[src/rtl/wptr_full_if.sv]
// Write-side bundle of the async FIFO pointer controller: user request, RAM write
// port, cross-domain Gray pointers, threshold and status flags.
interface wptr_full_if #(
    parameter int ADDR_WIDTH = 6
);
    logic                  winc;
    logic [ADDR_WIDTH:0]   rq_rptr_gray;
    logic [ADDR_WIDTH:0]   afull_thresh;
    logic                  ovf_clr;
    logic                  wen;
    logic [ADDR_WIDTH-1:0] waddr;
    logic [ADDR_WIDTH:0]   wptr_gray;
    logic                  full;
    logic                  almost_full;
    logic [ADDR_WIDTH:0]   wcount;
    logic                  overflow;

    modport master (
        output winc, rq_rptr_gray, afull_thresh, ovf_clr,
        input  wen, waddr, wptr_gray, full, almost_full, wcount, overflow
    );

    modport slave (
        input  winc, rq_rptr_gray, afull_thresh, ovf_clr,
        output wen, waddr, wptr_gray, full, almost_full, wcount, overflow
    );
endinterface

[src/rtl/wptr_full_ctrl.sv]
// Async FIFO write-domain controller: binary/Gray write pointer, read-pointer
// synchroniser, registered full / almost_full / occupancy and sticky overflow.
module wptr_full_ctrl #(
    parameter int ADDR_WIDTH  = 6,
    parameter int SYNC_STAGES = 2
) (
    input  logic       clk,
    input  logic       rst_n,
    wptr_full_if.slave bus
);
    localparam int AW = ADDR_WIDTH;
    // Inverting the top two Gray bits of the read pointer gives the Gray code of a
    // pointer exactly DEPTH ahead, i.e. the full position.
    localparam logic [AW:0] FULL_MASK = (AW + 1)'(3) << (AW - 1);

    logic [AW:0]                  wbin_q, wbin_d;
    logic [AW:0]                  wgray_q, wgray_d;
    logic [SYNC_STAGES-1:0][AW:0] rsync_q, rsync_d;
    logic                         full_q, full_d;
    logic                         afull_q, afull_d;
    logic [AW:0]                  wcount_q, wcount_d;
    logic                         ovf_q, ovf_d;
    logic                         wen;
    logic [AW:0]                  wq_rptr_gray;
    logic [AW:0]                  wq_rbin;

    always_comb begin
        rsync_d      = {rsync_q[SYNC_STAGES-2:0], bus.rq_rptr_gray};
        wq_rptr_gray = rsync_q[SYNC_STAGES-1];
        wq_rbin      = '0;
        for (int i = 0; i <= AW; i++) begin
            wq_rbin[i] = ^(wq_rptr_gray >> i);
        end
    end

    // Flags are derived from the next pointer so they register in the same edge
    // that completes the write.
    always_comb begin
        wen      = bus.winc && !full_q;
        wbin_d   = wbin_q + {{AW{1'b0}}, wen};
        wgray_d  = wbin_d ^ (wbin_d >> 1);
        full_d   = (wgray_d == (wq_rptr_gray ^ FULL_MASK));
        wcount_d = wbin_d - wq_rbin;
        afull_d  = (bus.afull_thresh != '0) && (wcount_d >= bus.afull_thresh);
        ovf_d    = ovf_q;
        if (bus.ovf_clr) begin
            ovf_d = 1'b0;
        end
        if (bus.winc && full_q) begin
            ovf_d = 1'b1;
        end
    end

    always_ff @(posedge clk or negedge rst_n) begin
        if (!rst_n) begin
            wbin_q   <= '0;
            wgray_q  <= '0;
            rsync_q  <= '0;
            full_q   <= 1'b0;
            afull_q  <= 1'b0;
            wcount_q <= '0;
            ovf_q    <= 1'b0;
        end else begin
            wbin_q   <= wbin_d;
            wgray_q  <= wgray_d;
            rsync_q  <= rsync_d;
            full_q   <= full_d;
            afull_q  <= afull_d;
            wcount_q <= wcount_d;
            ovf_q    <= ovf_d;
        end
    end

    assign bus.wen         = wen;
    assign bus.waddr       = wbin_q[AW-1:0];
    assign bus.wptr_gray   = wgray_q;
    assign bus.full        = full_q;
    assign bus.almost_full = afull_q;
    assign bus.wcount      = wcount_q;
    assign bus.overflow    = ovf_q;
endmodule

[src/flat_wrapper.sv]
// flat-port wrapper written by rule: the top's interface ports become plain ports
module wptr_full_ctrl_flat 
#(
    parameter int ADDR_WIDTH  = 6,
    parameter int SYNC_STAGES = 2
)
  (clk, rst_n, bus_winc, bus_rq_rptr_gray, bus_afull_thresh, bus_ovf_clr, bus_wen, bus_waddr, bus_wptr_gray, bus_full, bus_almost_full, bus_wcount, bus_overflow);
  wptr_full_if #(.ADDR_WIDTH(ADDR_WIDTH)) bus_i ();
  input  logic clk;
  input  logic rst_n;
  input wire logic [$bits(bus_i.winc)-1:0] bus_winc;
  input wire logic [$bits(bus_i.rq_rptr_gray)-1:0] bus_rq_rptr_gray;
  input wire logic [$bits(bus_i.afull_thresh)-1:0] bus_afull_thresh;
  input wire logic [$bits(bus_i.ovf_clr)-1:0] bus_ovf_clr;
  output wire logic [$bits(bus_i.wen)-1:0] bus_wen;
  output wire logic [$bits(bus_i.waddr)-1:0] bus_waddr;
  output wire logic [$bits(bus_i.wptr_gray)-1:0] bus_wptr_gray;
  output wire logic [$bits(bus_i.full)-1:0] bus_full;
  output wire logic [$bits(bus_i.almost_full)-1:0] bus_almost_full;
  output wire logic [$bits(bus_i.wcount)-1:0] bus_wcount;
  output wire logic [$bits(bus_i.overflow)-1:0] bus_overflow;
  assign bus_i.winc = bus_winc;
  assign bus_i.rq_rptr_gray = bus_rq_rptr_gray;
  assign bus_i.afull_thresh = bus_afull_thresh;
  assign bus_i.ovf_clr = bus_ovf_clr;
  assign bus_wen = bus_i.wen;
  assign bus_waddr = bus_i.waddr;
  assign bus_wptr_gray = bus_i.wptr_gray;
  assign bus_full = bus_i.full;
  assign bus_almost_full = bus_i.almost_full;
  assign bus_wcount = bus_i.wcount;
  assign bus_overflow = bus_i.overflow;
  wptr_full_ctrl #(.ADDR_WIDTH(ADDR_WIDTH), .SYNC_STAGES(SYNC_STAGES)) u_core (.clk(clk), .rst_n(rst_n), .bus(bus_i));
endmodule
[config.mk]
export PLATFORM = sky130hd
export DESIGN_NAME = wptr_full_ctrl_flat
export DESIGN_NICKNAME = d
export VERILOG_FILES = /design/src/rtl/wptr_full_if.sv /design/src/rtl/wptr_full_ctrl.sv /design/src/flat_wrapper.sv
export SDC_FILE = /design/constraint.sdc
export NUM_CORES = 1
export LEC_CHECK = 0
export BUFFER_PORTS_ARGS = -buffer_cell sky130_fd_sc_hd__buf_2
export CORE_MARGIN = 8
export CORE_UTILIZATION = 47
export CTS_CLUSTER_DIAMETER = 60
export DETAILED_ROUTE_END_ITERATION = 16
export GPL_TIMING_DRIVEN = 1
export PLACE_DENSITY_LB_ADDON = 0.2
export SYNTH_ARGS = -nofsm -noshare
export SYNTH_HDL_FRONTEND = slang
export SYNTH_SLANG_ARGS = --single-unit
[constraint.sdc]
create_clock -name clk -period 3.33 [get_ports clk]
set_input_delay 0.1665 -clock clk [delete_from_list [all_inputs] [get_ports clk]]
set_output_delay 0.1665 -clock clk [all_outputs]
set_load 0.02 [all_outputs]
Word level (Yosys, flattened, before mapping)
Cells that the tools add are included.
- output and inout port bits: 24
- word-level logic and storage cells: 29
- bits in registers: 38
- memory bits (writable): 0
- memories: 0
- bits in latches: 0
- ROM bits: 0
- $lt $le $gt $ge: 1
- shift-type cells: 0
- reductions and logical operators: 13
- $add $sub $neg: 2
- bitwise logic cells: 2
- eq/ne operators: 1
- div/mod/pow operators: 0
- multiplexer cells: 2
- multiply operators: 0
- operators by type and width (operator ; number):
    $reduce_xor 7->1 ; 7
    $add 7x1->7 ; 1
    $eq 7x7->1 ; 1
    $ge 7x7->1 ; 1
    $reduce_bool 7->1 ; 1
    $sub 7x7->7 ; 1
    $xor 7x6->7 ; 1
    $logic_and 1x1->1 ; 3
    $mux 1 ; 2
    $not 2->2 ; 1
    $reduce_bool 2->1 ; 1
    $logic_not 1->1 ; 1

Depth between registers and ports, before layout
- word-level depth: 6
- mapped depth: 16

Worst setup path before layout
OpenSTA, ideal clock, no wires.
- path kind: reg-to-reg
- start: reg u_core.rsync_q (netlist bit u_core.wq_rptr_gray[5])
- end: reg u_core.afull_q, in the netlist u_core.bus.almost_full
- required time: 3.206 ns
- arrival time: 3.303 ns
- stages on the path, launching flop included: 17
- slack: -0.097 ns
- path through: dfrtp_1 xnor3_2 xor2_2 xor2_2 xor2_1 xnor2_1 ha_1 inv_2 a21o_1 a21o_1 a21o_1 a21oi_1 xnor2_1 ha_1 o21ai_0 a21oi_1 o31a_1
- cells in the longest elaborated chain, start to end: 4
- RTL lines (element ; line ; source):
    start: declaration ; wptr_full_ctrl.sv:18 ; logic [SYNC_STAGES-1:0][AW:0] rsync_q, rsync_d;
    start signal: assignment ; wptr_full_ctrl.sv:66 ; rsync_q <= rsync_d;
    $reduce_xor 7->1 ; wptr_full_ctrl.sv:32 ; wq_rbin[i] = ^(wq_rptr_gray >> i);
    $sub 7x7->7 * ; wptr_full_ctrl.sv:43 ; wcount_d = wbin_d - wq_rbin;
    net u_core.wcount_d[5] ; wptr_full_ctrl.sv:21 ; logic [AW:0] wcount_q, wcount_d;
    $ge 7x7->1 * ; wptr_full_ctrl.sv:44 ; afull_d = (bus.afull_thresh != '0) && (wcount_d >= bus.afull_thresh);
    $logic_and 1x1->1 * ; wptr_full_ctrl.sv:44 ;
    net u_core.afull_d ; wptr_full_ctrl.sv:20 ; logic afull_q, afull_d;
    end signal: assignment ; wptr_full_ctrl.sv:68 ; afull_q <= afull_d;
    end: declaration ; wptr_full_ctrl.sv:20 ;
The timed path passes the listed nets; every way through them passes the cells marked *.
A chain may end at the register's enable or synchronous reset.

Worst setup path in the final report
- start: reg u_core.rsync_q (netlist bit u_core.wq_rptr_gray[4])
- end: reg u_core.afull_q, in the netlist u_core.bus.almost_full
The elaborated chain is that of the path after synthesis.

==> impl_metrics.json <==
{
  "cts-htree-levels": 2,
  "die_y_um": 76.7,
  "die_area_mm2": 0.00588,
  "synth_area_leader_cell": "dfrtp_1",
  "ys_dominant_reg_cell": "dfrtp_1",
  "synth_commonest_cells": "37 x dfrtp_1, 15 x ha_1, 15 x xor2_1",
  "wl_um": 3330,
  "syn_nets": 171,
  "synthTopCellsByArea": "dfrtp_1 54%, ha_1 11%, xor2_1 7.6%, xnor2_1 6.1%, xor2_2 3.8%",
  "clk_pin_slew_ns": 0.07,
  "outcome": "complete, but fails checks",
  "seq_area_frac_synth_pct": 53.5,
  "areaGrowthSynthToFinish_pct": 32.8,
  "dp.final_hpwl_um": 2550,
  "violations": "negative setup slack",
  "endpoint": "u_core.bus.almost_full",
  "cp.arrival_ns": 3.55,
  "clockRootBuffer": "clkbuf_8",
  "multi_input_area_um2": 805,
  "startpoint_type": "register",
  "r2r-start": "u_core.wq_rptr_gray[4]",
  "wl_per_cell_um": 13.3,
  "port_buffers": 41,
  "cp-startpoint": "u_core.wq_rptr_gray[4]",
  "syn_inst": 137,
  "ant_nets": 0,
  "internal_power_mw": 1.43,
  "finalSetupViolations": 1,
  "whs_ns": 0.0680,
  "ios": 42,
  "p_per_area_mw_per_mm2": 1080,
  "tightestPinTransition_ns": 0.802,
  "dr.pass1.iters": 4,
  "p_switching_mw": 1.04,
  "fp.dieW_um": 76.7,
  "antenna_cells": 0,
  "drive_above_1_share_pct": 36.9,
  "rsz0062_at_grt": "true",
  "r2r_setup_slack_ns": -0.05,
  "async_flop_share_pct": 100,
  "fin_skew_ns": 0.00718,
  "setup.worst_path.end_class": "register",
  "dp.cells": 230,
  "final_area_mm2": 0.00230,
  "switching_share_pct": 42.3,
  "slew_viol_final": 0,
  "combPwrFrac_pct": 58.8,
  "pwr-share-clk_pct": 13.8,
  "num_rows": 22,
  "ys.warnings.count": 0,
  "coreArea_mm2": 0.00361,
  "leakagePower_nw": 1.16,
  "layout.cells.non_filler": 251,
  "post_drt_via_cell_ratio": 4.71,
  "fin_util_pct": 63.7,
  "fin_crit_ns": 3.38,
  "drt_iter0_drc": 78,
  "hold_violations": 0,
  "syn_avg_cell_area_um2": 12.6,
  "antenna_found_initial": 0,
  "r2r_end": "u_core.bus.almost_full",
  "min_period_over_period_pct": 101,
  "hold_class": "in2reg",
  "tns_ns": -0.0491,
  "tritoncts": "done",
  "grt_pass1_vias": 1283,
  "clock-sinks": 37,
  "fmax_mhz": 296,
  "synth_seq_cells": 37,
  "final.setup.worst_slack_ns": -0.0491,
  "path_class": "reg2reg",
  "initial_core_util_pct": 48.0,
  "synthDistinctLibCells": 27,
  "pwr-share-seq_pct": 27.5,
  "numCtsBuffers": 5,
  "post-synth-top-count-cell": "dfrtp_1",
  "dpl_cell_area_mm2": 0.00206,
  "seq_area_um2": 926,
  "globalplace.congestion": 0.827,
  "irDropWorstVdd_mv": 0.403,
  "grt_use_total_pct": 12.2,
  "overflow": 0,
  "worstPathMaxFanout": 2,
  "r2r_cells": 16,
  "drc": 0,
  "clockBufferDepth": 2,
  "syn_area_mm2": 0.00173,
  "fin_nets": 236,
  "grt_pass1_wl_um": 5750,
  "fill_cells": 300,
  "worstSkewPairLatency_ns": 0.29,
  "cap_viol_max_count": 0,
  "vias": 1182,
  "grt_max_degree": 38,
  "crit_required_ns": 3.51,
  "synth-edff-count": 0,
  "synth_top_area_share_pct": 53.5,
  "max_slew_margin_pct": 46.6
}
[layout make-up]
type / instances / share of cell area [%]
inverters: 14 / 2.29
clock inverters: 1 / 0.218
flip-flops and latches: 37 / 40.3
well taps: 48 / 2.61
multi-input cells: 86 / 35.0
clock buffers: 7 / 4.19
repair buffers: 58 / 15.4
[state kept, by name, indices dropped and copies added, names as in the netlist]
name                    count
u_core.bus.wcount           7
u_core.rsync_d              7
u_core.wbin_q               7
u_core.wq_rptr_gray         7
u_core.bus.wptr_gray        6
u_core.bus.almost_full      1
u_core.bus.full             1
u_core.bus.overflow         1
[cell families after synthesis]
| group | synth area share, % |
|---|---|
| flops | 53.5 |
| buf+inv | 3.04 |
| simple gates | 6.58 |
| xor+xnor | 18.8 |
| compound gates | 6.07 |
| fa+ha+maj | 12.0 |
[critical path, cell delays in order (launching register included)]
cell and delay [ns]:
dfrtp_1 0.37, xnor3_2 0.48, xor2_4 0.18, xor2_2 0.24, xor2_2 0.19, xnor2_1 0.14
ha_2 0.19, inv_2 0.04, a21o_1 0.17, a21o_1 0.17, a21o_1 0.17, a21oi_2 0.17
xnor2_2 0.13, ha_1 0.24, o21ai_1 0.08, a21oi_1 0.06, o31a_1 0.24
[layer usage]
| layer | track usage [%] | routed length, um | vias to the layer above | part of all wire [%] |
|---|---|---|---|---|
| li1 | - | - | 578 | - |
| met1 | 13.8 | 1370 | 564 | 41 |
| met2 | 19.9 | 1680 | 36 | 50 |
| met3 | 4.78 | 232 | 4 | 7.0 |
| met4 | 5.58 | 49 | 0 | 1.5 |
| met5 | 0 | 0 | - | 0 |
[worst min-delay path by stage]
stage	start	end	slack (ns)	depth (start not counted)
global placement	bus_rq_rptr_gray[5]	u_core.rsync_d[12]	0.28	1
CTS	bus_ovf_clr	u_core.bus.overflow	0.07	2
detailed placement	bus_rq_rptr_gray[5]	u_core.rsync_d[12]	0.28	1
global route	bus_ovf_clr	u_core.bus.overflow	0.07	2
floorplan	rst_n	u_core.bus.almost_full	-0.13	0
finish	bus_ovf_clr	u_core.bus.overflow	0.07	2
[metrics by stage]
stage / setup slack (ns) / power (mW)
floorplan: -0.0169 / 1.71
global placement: 0.0315 / 2.04
detailed placement: -0.0825 / 2.09
CTS: 0.00303 / 2.47
global route: -0.200 / 2.67
finish: -0.0491 / 2.47
[cell usage in the layout (no fill, tap or decap), drive strengths merged, types with 3 or more instances in the layout]
master,netlist,final
xnor2,12,12
nor2,4,4
nand2,4,4
o21ai,3,3
inv,14,14
ha,15,15
a21oi,4,4
dlygate4sd3,0,8
clkbuf,0,7
xor2,19,19
buf,0,50
a21o,3,3
nand3,6,6
dfrtp,37,37
[power by group through the flow]
| stage | combinational [mW] | sequential [mW] | clock [mW] |
|---|---|---|---|
| floorplan | 0.859 | 0.848 | 0 |
| global placement | 1.36 | 0.682 | 0 |
| detailed placement | 1.40 | 0.689 | 0 |
| CTS | 1.44 | 0.680 | 0.347 |
| global route | 1.61 | 0.700 | 0.364 |
| finish | 1.45 | 0.679 | 0.340 |
[repair_timing]
item                       4_1_cts  5_1_grt
resized for setup                2        1
hold buffers                     8        0
setup buffers                    3        2
setup endpoints to repair        1        1
hold endpoints to repair        44        0
pin swaps                        5        7
(Power assumes the default switching activity.)
